$ cat src/rtl/cuenta_regresiva_6b_if.sv
// Control and status bundle for the down-counter.
// The master drives the commands. The slave (the counter) drives the count and the status.
interface cuenta_regresiva_6b_if #(
  parameter int W = 6
);
  logic         load;
  logic [W-1:0] load_val;
  logic         start;
  logic         stop;
  logic         reload_en;
  logic [W-1:0] Q;
  logic         busy;
  logic         paused;
  logic         tc;

  modport master (
    output load, load_val, start, stop, reload_en,
    input  Q, busy, paused, tc
  );

  modport slave (
    input  load, load_val, start, stop, reload_en,
    output Q, busy, paused, tc
  );
endinterface

$ cat src/rtl/cuenta_regresiva_6b.sv
// W-bit down-counter with start/stop/pause and optional auto-reload.
// It counts from the loaded value down to 0. The tc pulse is registered and lasts one cycle.
module cuenta_regresiva_6b #(
  parameter int W = 6
) (
  input  logic                      clk,
  input  logic                      rst,
  cuenta_regresiva_6b_if.slave      bus
);

  typedef enum logic [1:0] {IDLE, RUN, PAUSE} state_t;

  state_t       state_r, state_n;
  logic [W-1:0] q_r, q_n;
  logic [W-1:0] rld_r, rld_n;
  logic         tc_r, tc_n;

  localparam logic [W-1:0] ONE  = W'(1);
  localparam logic [W-1:0] ZERO = '0;

  // State, count, reload value and tc register; reset clears everything asynchronously
  always_ff @(posedge clk or posedge rst) begin
    if (rst) begin
      state_r <= IDLE;
      q_r     <= ZERO;
      rld_r   <= ZERO;
      tc_r    <= 1'b0;
    end else begin
      state_r <= state_n;
      q_r     <= q_n;
      rld_r   <= rld_n;
      tc_r    <= tc_n;
    end
  end

  // Next-state logic. Priority is load, then stop, then start.
  // tc is low unless terminal count is reached.
  always_comb begin
    state_n = state_r;
    q_n     = q_r;
    rld_n   = rld_r;
    tc_n    = 1'b0;
    if (bus.load) begin
      q_n     = bus.load_val;
      rld_n   = bus.load_val;
      state_n = IDLE;
    end else begin
      unique case (state_r)
        IDLE: begin
          // stop is ignored here, so start+stop (which acts as stop) does nothing
          if (bus.start && !bus.stop && q_r != ZERO) state_n = RUN;
        end
        RUN: begin
          if (bus.stop) begin
            state_n = PAUSE;
          end else if (q_r > ONE) begin
            q_n = q_r - ONE;
          end else if (q_r == ONE) begin
            tc_n = 1'b1;
            if (bus.reload_en && rld_r != ZERO) begin
              q_n = rld_r;
            end else begin
              q_n     = ZERO;
              state_n = IDLE;
            end
          end else begin
            // A zero count in RUN is not reachable. Park in IDLE rather than wrap.
            state_n = IDLE;
          end
        end
        PAUSE: begin
          if (bus.start && !bus.stop) state_n = RUN;
        end
        default: state_n = IDLE;
      endcase
    end
  end

  assign bus.Q      = q_r;
  assign bus.busy   = (state_r == RUN);
  assign bus.paused = (state_r == PAUSE);
  assign bus.tc     = tc_r;

endmodule

$ cat src/flat_wrapper.sv
// flat-port wrapper written by rule: the top's interface ports become plain ports
module cuenta_regresiva_6b_flat 
#(
  parameter int W = 6
)
  (clk, rst, bus_load, bus_load_val, bus_start, bus_stop, bus_reload_en, bus_Q, bus_busy, bus_paused, bus_tc);
  cuenta_regresiva_6b_if #(.W(W)) bus_i ();
  input  logic clk;
  input  logic rst;
  input wire logic [$bits(bus_i.load)-1:0] bus_load;
  input wire logic [$bits(bus_i.load_val)-1:0] bus_load_val;
  input wire logic [$bits(bus_i.start)-1:0] bus_start;
  input wire logic [$bits(bus_i.stop)-1:0] bus_stop;
  input wire logic [$bits(bus_i.reload_en)-1:0] bus_reload_en;
  output wire logic [$bits(bus_i.Q)-1:0] bus_Q;
  output wire logic [$bits(bus_i.busy)-1:0] bus_busy;
  output wire logic [$bits(bus_i.paused)-1:0] bus_paused;
  output wire logic [$bits(bus_i.tc)-1:0] bus_tc;
  assign bus_i.load = bus_load;
  assign bus_i.load_val = bus_load_val;
  assign bus_i.start = bus_start;
  assign bus_i.stop = bus_stop;
  assign bus_i.reload_en = bus_reload_en;
  assign bus_Q = bus_i.Q;
  assign bus_busy = bus_i.busy;
  assign bus_paused = bus_i.paused;
  assign bus_tc = bus_i.tc;
  cuenta_regresiva_6b #(.W(W)) u_core (.clk(clk), .rst(rst), .bus(bus_i));
endmodule
$ cat config.mk
export PLATFORM = sky130hd
export DESIGN_NAME = cuenta_regresiva_6b_flat
export DESIGN_NICKNAME = d
export VERILOG_FILES = /design/src/rtl/cuenta_regresiva_6b_if.sv /design/src/rtl/cuenta_regresiva_6b.sv /design/src/flat_wrapper.sv
export SDC_FILE = /design/constraint.sdc
export NUM_CORES = 1
export LEC_CHECK = 0
export CORE_MARGIN = 2
export CORE_UTILIZATION = 35
export DETAILED_ROUTE_END_ITERATION = 10
export PLACE_DENSITY = 0.55
export RECOVER_POWER = 25
export SETUP_SLACK_MARGIN = 0.3
export SLEW_MARGIN = 10
export SYNTH_ARGS = -nofsm -noshare
export SYNTH_HDL_FRONTEND = slang
export SYNTH_SLANG_ARGS = --single-unit
$ cat constraint.sdc
create_clock -name clk -period 2.2 [get_ports clk]
set_input_delay 0.33 -clock clk [delete_from_list [all_inputs] [get_ports clk]]
set_output_delay 0.33 -clock clk [all_outputs]
set_load 0.02 [all_outputs]
==> results of run 1 <==
critical path, stage by stage, from the launching register on:
cell	delay [ps]
dfrtp_1	420
nor2b_1	160
clkdlybuf4s50_1	620
per-stage QoR:
stage	cells	total power, mW
floorplan	96	0.523
global placement	146	0.630
detailed placement	146	0.630
CTS	150	0.791
global route	153	0.851
finish	153	0.794
sequential cells by signal, indices dropped and copies added (netlist names):
| name | flops |
|---|---|
| u_core.bus.Q | 6 |
| u_core.bus.tc | 1 |
| u_core.state_r | 2 |
| u_core.rld_r | 6 |
cells in the final DEF (no fill, tap or decap), types with 2 or more instances in the layout:
master / n
a21oi_1: 2
a31oi_1: 5
and2_1: 2
buf_4: 5
clkbuf_4: 3
clkdlybuf4s50_1: 18
dfrtp_1: 15
ha_2: 2
inv_1: 11
mux2_2: 2
nand2_1: 9
nand3_1: 2
nor2_1: 6
nor2b_1: 2
o21ai_0: 7
o221ai_1: 2
xor2_1: 2
kinds of logic (layout without fill, tap and decap cells):
logic type | Yosys count | in the layout
AO/OA/AOI/OAI | 28 | 28
AND/OR/NAND/NOR | 32 | 32
XOR/XNOR | 3 | 3
buffers and inverters | 13 | 40
flip-flops | 15 | 15
adder cells (fa/ha/maj) | 3 | 3
multiplexers | 2 | 2
power by group through the flow:
stage	Sequential, mW	Clock, mW	Combinational [mW]
2_1_floorplan	0.375	0	0.149
3_3_place_gp	0.357	0	0.273
3_5_place_dp	0.358	0	0.272
4_1_cts	0.353	0.164	0.274
5_1_grt	0.358	0.181	0.312
6_report	0.352	0.161	0.281
area by class of cell:
type | instances | share of cell area [%]
multi-input combinational | 68 | 40.2
inverter | 11 | 3.43
sequential | 15 | 31.2
clock buffer | 4 | 2.18
timing repair buffer | 25 | 19.9
tap | 30 | 3.12
repair_timing:
item / 4_1_cts / 5_1_grt
gates resized for setup: 0 / 3
setup buffers: 0 / 3
setup endpoints to repair: 0 / 5
routing by layer:
metal  track usage [%]  part of all wire [%]
met1              22.5                    50
met2              24.0                    45
met3              2.73                   3.1
met4              8.75                   1.9
met5                 0                     0
path summary, 6_finish.rpt:
check	from	to	slack, ps	cells past startpoint
min	rst	u_core.rld_r[2]	520	2
min reg2reg	u_core.state_r[0]	u_core.state_r[0]	530	1
max in group asynchronous	rst	u_core.bus.tc	1310	2
max reg2reg	u_core.bus.Q[0]	u_core.bus.Q[1]	410	6
max	u_core.state_r[1]	bus_busy	390	2
min in group clk	u_core.state_r[0]	u_core.state_r[0]	530	1
==> impl_metrics.csv, run 1 <==
group,metric,value,unit
power_and_ir_drop,p_sw,0.276,mW
sta,period_needed,1810,ps
sta,fin_skew,1.83,ps
clocking,h-tree-depth,1,
floorplan,initial_core_util,36.9,%
critical_path,start_kind,"flip-flop",
sta,rsz0062_at_grt,"false",
finish,seq_area,375,um^2
critical_path,arrival,1480,ps
finish,insertedDiodeCount,0,
detailed_routing,wl,2050,um
finish,drive_gt1_share,13.8,%
placement,gp_congestion,0.855,
power_and_ir_drop,p_leak,0.537,nW
logic_synthesis,yosysTopAreaCellShare,41.5,%
floorplan,core,0.00245,mm^2
placement,place_hpwl,1550,um
logic_synthesis,synthesis.area,905,um^2
sta,fin_tns_setup,0,ps
logic_synthesis,synth_seq_cells,15,
sta,slew_headroom,62.3,%
logic_synthesis,synth-simple-area-share,21.0,%
detailed_routing,wl_per_cell,13.4,um
logic_synthesis,synth.most_common_cell,"dfrtp_1",
flow_run,cap_violations,0,
power_and_ir_drop,peakVddDrop,0.000290,V
finish,fin_util,49.1,%
grt,grt.total_usage,16.3,%
min_path,hold_class,"input pin to async pin",
clocking,clkLatencyLatePin,280,ps
sta,fin_crit_sh,82.4,%
sta,fmax,551,MHz
logic_synthesis,synth_ff_type,"dfrtp_1",
sta,finalMaxSlewViolations,0,
logic_synthesis,synthMuxAreaShare,2.49,%
power_and_ir_drop,pwr-share-seq,44.3,%
logic_synthesis,syn_avg_cell_area,9.42,um^2
grt,grt_first_pass_wirelength,3400,um
power_and_ir_drop,clkPwrFrac,20.3,%
floorplan,row_count,18,
power_and_ir_drop,comb_power_share,35.4,%
logic_synthesis,yosys.area_share.adder,4.15,%
critical_path,crit_path_end_kind,"primary output",
placement,pre_cts_ws,294,ps
logic_synthesis,synth_compound_area_share,22.4,%
grt,grt-ovfl-total,0,
logic_synthesis,synth_nets,111,
grt,antenna_found_initial,0,
grt,grt_pass1_vias,747,
floorplan,dieArea,0.00301,mm^2
logic_synthesis,synth_edf_count,0,
sta,hold_slack,524,ps
finish,multi_input_area,484,um^2
finish,syn_to_final_growth,33.2,%
clocking,clkTransAtPathRegs,90,ps
clocking,cts_buffer_depth,2,
detailed_routing,vias_per_cell,5.14,
logic_synthesis,synth-xor-area-share,2.90,%
logic_synthesis,netlist_instances,96,
clocking,cts.hold.buffers_added,0,
sta,hold_viol_final,0,
finish,nFillCells,239,
detailed_routing,final_antenna_net_count,0,
logic_synthesis,async_flop_share,100,%
floorplan,die_w,54.8,um
floorplan,ioPinCount,21,
outcome,status,"finished clean",
logic_synthesis,yosys_warnings,0,
placement,io_buffer_count,20,
power_and_ir_drop,p_int,0.518,mW
finish,layout.nets,139,
detailed_routing,drt_iter0_drc,23,
detailed_routing,drc,0,
clocking,cts_buffers,3,
clocking,cts_tree,"yes",
clocking,clock_sinks,15,
logic_synthesis,ys_top_cells_by_count,"15 x dfrtp_1, 11 x inv_1, 9 x nand2_1",
floorplan,die_h,54.8,um
clocking,clockRootBuffer,"clkbuf_4",
sta,setup_slack,386,ps
logic_synthesis,synth.top_cells.by_area,"dfrtp_1 41%, inv_1 4.6%, ha_1 4.1%",
grt,grt_start_max_net_pins,16,
logic_synthesis,ys_seq_area_share,41.5,%
logic_synthesis,ys_types,40,
critical_path,path_max_fanout,4,
finish,fin_area,0.00120,mm^2
sta,tightest_slew,565,ps
critical_path,crit_type,"flip-flop to primary output",
detailed_routing,num_vias,787,
power_and_ir_drop,switching_share,34.7,%
logic_synthesis,synth_top_family_by_area,"compound AO/OA/AOI/OAI gates",
placement,dpl-instance-area,0.00115,mm^2
power_and_ir_drop,pwr_density_cell,659,mW/mm^2
logic_synthesis,synth_top_area_cell,"dfrtp_1",
critical_path,crit_required,1870,ps
detailed_routing,drt-pass1-iter-count,6,
sta,setup_viol,0,
No activity file was read; power rests on OpenSTA's default activity.
==> inputs of run 2 (changes only) <==
- PLACE_DENSITY: 0.55 -> 0.58
- clock period: 2.2 -> 1.6 ns (I/O delays scaled with it)
==> run 2 against run 1 <==
Effect of this change:
- combinational power grew 120%
- count of clock-buffer cells in the layout is the same
- global-route usage grew 1.1 points
- critical path depth grew 2
- hold slack lost 230 ps
- worst setup slack lost 380 ps
- largest power group is now combinational logic
- highest routed layer unchanged
==> impl_metrics.csv, run 2 (synthesized netlist as in run 1, its figures left out) <==
group,metric,value,unit
critical_path,arrival,1790,ps
power_and_ir_drop,peakVddDrop,0.000597,V
placement,gp_congestion,0.788,
sta,fin_skew,4.39,ps
sta,hold_slack,297,ps
sta,period_needed,1590,ps
sta,hold_viol_final,0,
floorplan,die_w,54.8,um
min_path,hold_class,"input pin to async pin",
clocking,clock_sinks,15,
clocking,clockRootBuffer,"clkbuf_4",
floorplan,core,0.00245,mm^2
critical_path,crit_path_end_kind,"flip-flop",
critical_path,crit_type,"flip-flop to flip-flop",
sta,fin_crit_sh,99.4,%
sta,slew_headroom,66.5,%
power_and_ir_drop,p_int,0.846,mW
grt,grt_first_pass_wirelength,3620,um
sta,fin_tns_setup,0,ps
finish,syn_to_final_growth,68.9,%
clocking,cts_tree,"yes",
outcome,status,"finished clean",
clocking,cts_buffer_depth,2,
sta,fmax,629,MHz
power_and_ir_drop,p_sw,0.463,mW
sta,finalMaxSlewViolations,0,
finish,final_common_cell,"buf_4",
finish,drive_gt1_share,48.6,%
grt,grt_pass1_vias,818,
critical_path,start_kind,"flip-flop",
power_and_ir_drop,pwr-share-seq,36.8,%
detailed_routing,vias_per_cell,5.15,
grt,grt-ovfl-total,0,
floorplan,initial_core_util,36.9,%
power_and_ir_drop,clkPwrFrac,17.0,%
critical_path,reg2regPathDepth,4,
detailed_routing,drt-pass1-iter-count,4,
floorplan,ioPinCount,21,
grt,grt.total_usage,17.4,%
detailed_routing,drc,0,
finish,finalNonFillerCells,174,
detailed_routing,num_vias,896,
sta,tightest_slew,502,ps
critical_path,crit_required,1800,ps
clocking,clkLatencyLatePin,290,ps
power_and_ir_drop,switching_share,35.4,%
placement,dp.cells,163,
critical_path,r2r_slack,10,ps
detailed_routing,wl_per_cell,13.6,um
clocking,h-tree-depth,1,
detailed_routing,final_antenna_net_count,0,
flow_run,cap_violations,0,
clocking,cts.hold.buffers_added,0,
grt,antenna_found_initial,0,
floorplan,row_count,18,
placement,pre_cts_ws,-53.3,ps
power_and_ir_drop,pwr_density_cell,857,mW/mm^2
critical_path,path_max_fanout,3,
power_and_ir_drop,comb_power_share,46.3,%
placement,place_hpwl,1770,um
critical_path,r2r_end,"u_core.bus.Q[3]",
finish,insertedDiodeCount,0,
floorplan,dieArea,0.00301,mm^2
detailed_routing,wl,2370,um
sta,setup_viol,0,
detailed_routing,drt_iter0_drc,14,
sta,rsz0062_at_grt,"true",
floorplan,die_h,54.8,um
clocking,cts_buffers,3,
finish,layout.nets,160,
critical_path,reg2reg_from,"u_core.bus.Q[1]",
clocking,clkTransAtPathRegs,90,ps
sta,setup_slack,9.51,ps
power_and_ir_drop,p_leak,0.673,nW
placement,io_buffer_count,20,
grt,grt_start_max_net_pins,12,
finish,layout_common_cells,"20 x buf_4, 9 x inv_1, 9 x clkdlybuf4s50_1, 9 x buf_6, 9 x dfrtp_1",
run 2: metal layers:
layer | global-route usage, % | up-vias | share of wire (%)
li1 | - | 442 | -
met1 | 24.1 | 436 | 48
met2 | 26.8 | 13 | 48
met3 | 3.28 | 5 | 2.9
met4 | 6.25 | 0 | 1.3
met5 | 0 | - | 0
run 2: final cells by class:
| class | count | area (um^2) |
|---|---|---|
| Timing Repair Buffer | 46 | 403 |
| Multi-Input combinational cell | 68 | 634 |
| Tap cell | 30 | 37.5 |
| Inverter | 11 | 43.8 |
| Fill cell | 205 | 927 |
| Sequential cell | 15 | 383 |
| Clock buffer | 4 | 26.3 |
run 2: worst max-delay path by stage:
stage / from / end / slack, ps
3_3_place_gp: bus_stop / u_core.bus.Q[4] / -8
4_1_cts: u_core.bus.Q[1] / u_core.bus.Q[3] / 20
5_1_grt: u_core.bus.Q[5] / u_core.bus.Q[4] / -90
6_report: u_core.bus.Q[1] / u_core.bus.Q[3] / 10
2_1_floorplan: u_core.bus.Q[3] / u_core.bus.Q[1] / -50
3_5_place_dp: bus_stop / u_core.bus.Q[4] / -50
run 2: worst max-delay path: stages (launching register included):
cell and delay [ps]:
dfrtp_2 440, or3_4 400, xor2_1 160, a221o_1 340
a31oi_1 170
run 2: repair_timing:
item,in CTS,in global routing
setup endpoints to repair,16,13
setup buffers,4,3
cloned,0,0
pin swaps,3,5
gates resized for setup,30,42
run 2: power groups by stage:
stage | clock network [mW] | registers [mW] | logic, mW
CTS | 0.229 | 0.476 | 0.511
detailed placement | 0 | 0.488 | 0.491
global placement | 0 | 0.486 | 0.492
finish | 0.222 | 0.481 | 0.605
floorplan | 0 | 0.524 | 0.233
global route | 0.236 | 0.489 | 0.652
run 2: per-stage QoR:
stage	utilization [%]	power [mW]	cell area, um^2
CTS	55.9	1.22	1370
detailed placement	53.6	0.979	1320
global placement	53.6	0.978	1320
floorplan	-	0.758	943
finish	62.2	1.31	1530
global route	62.2	1.38	1530
==> inputs of run 3 (changes only) <==
- CAP_MARGIN: default -> 5
- SLEW_MARGIN: 10 -> 20
==> results of run 3 <==
Final layout, timing and power as in run 2 (identical DEF).
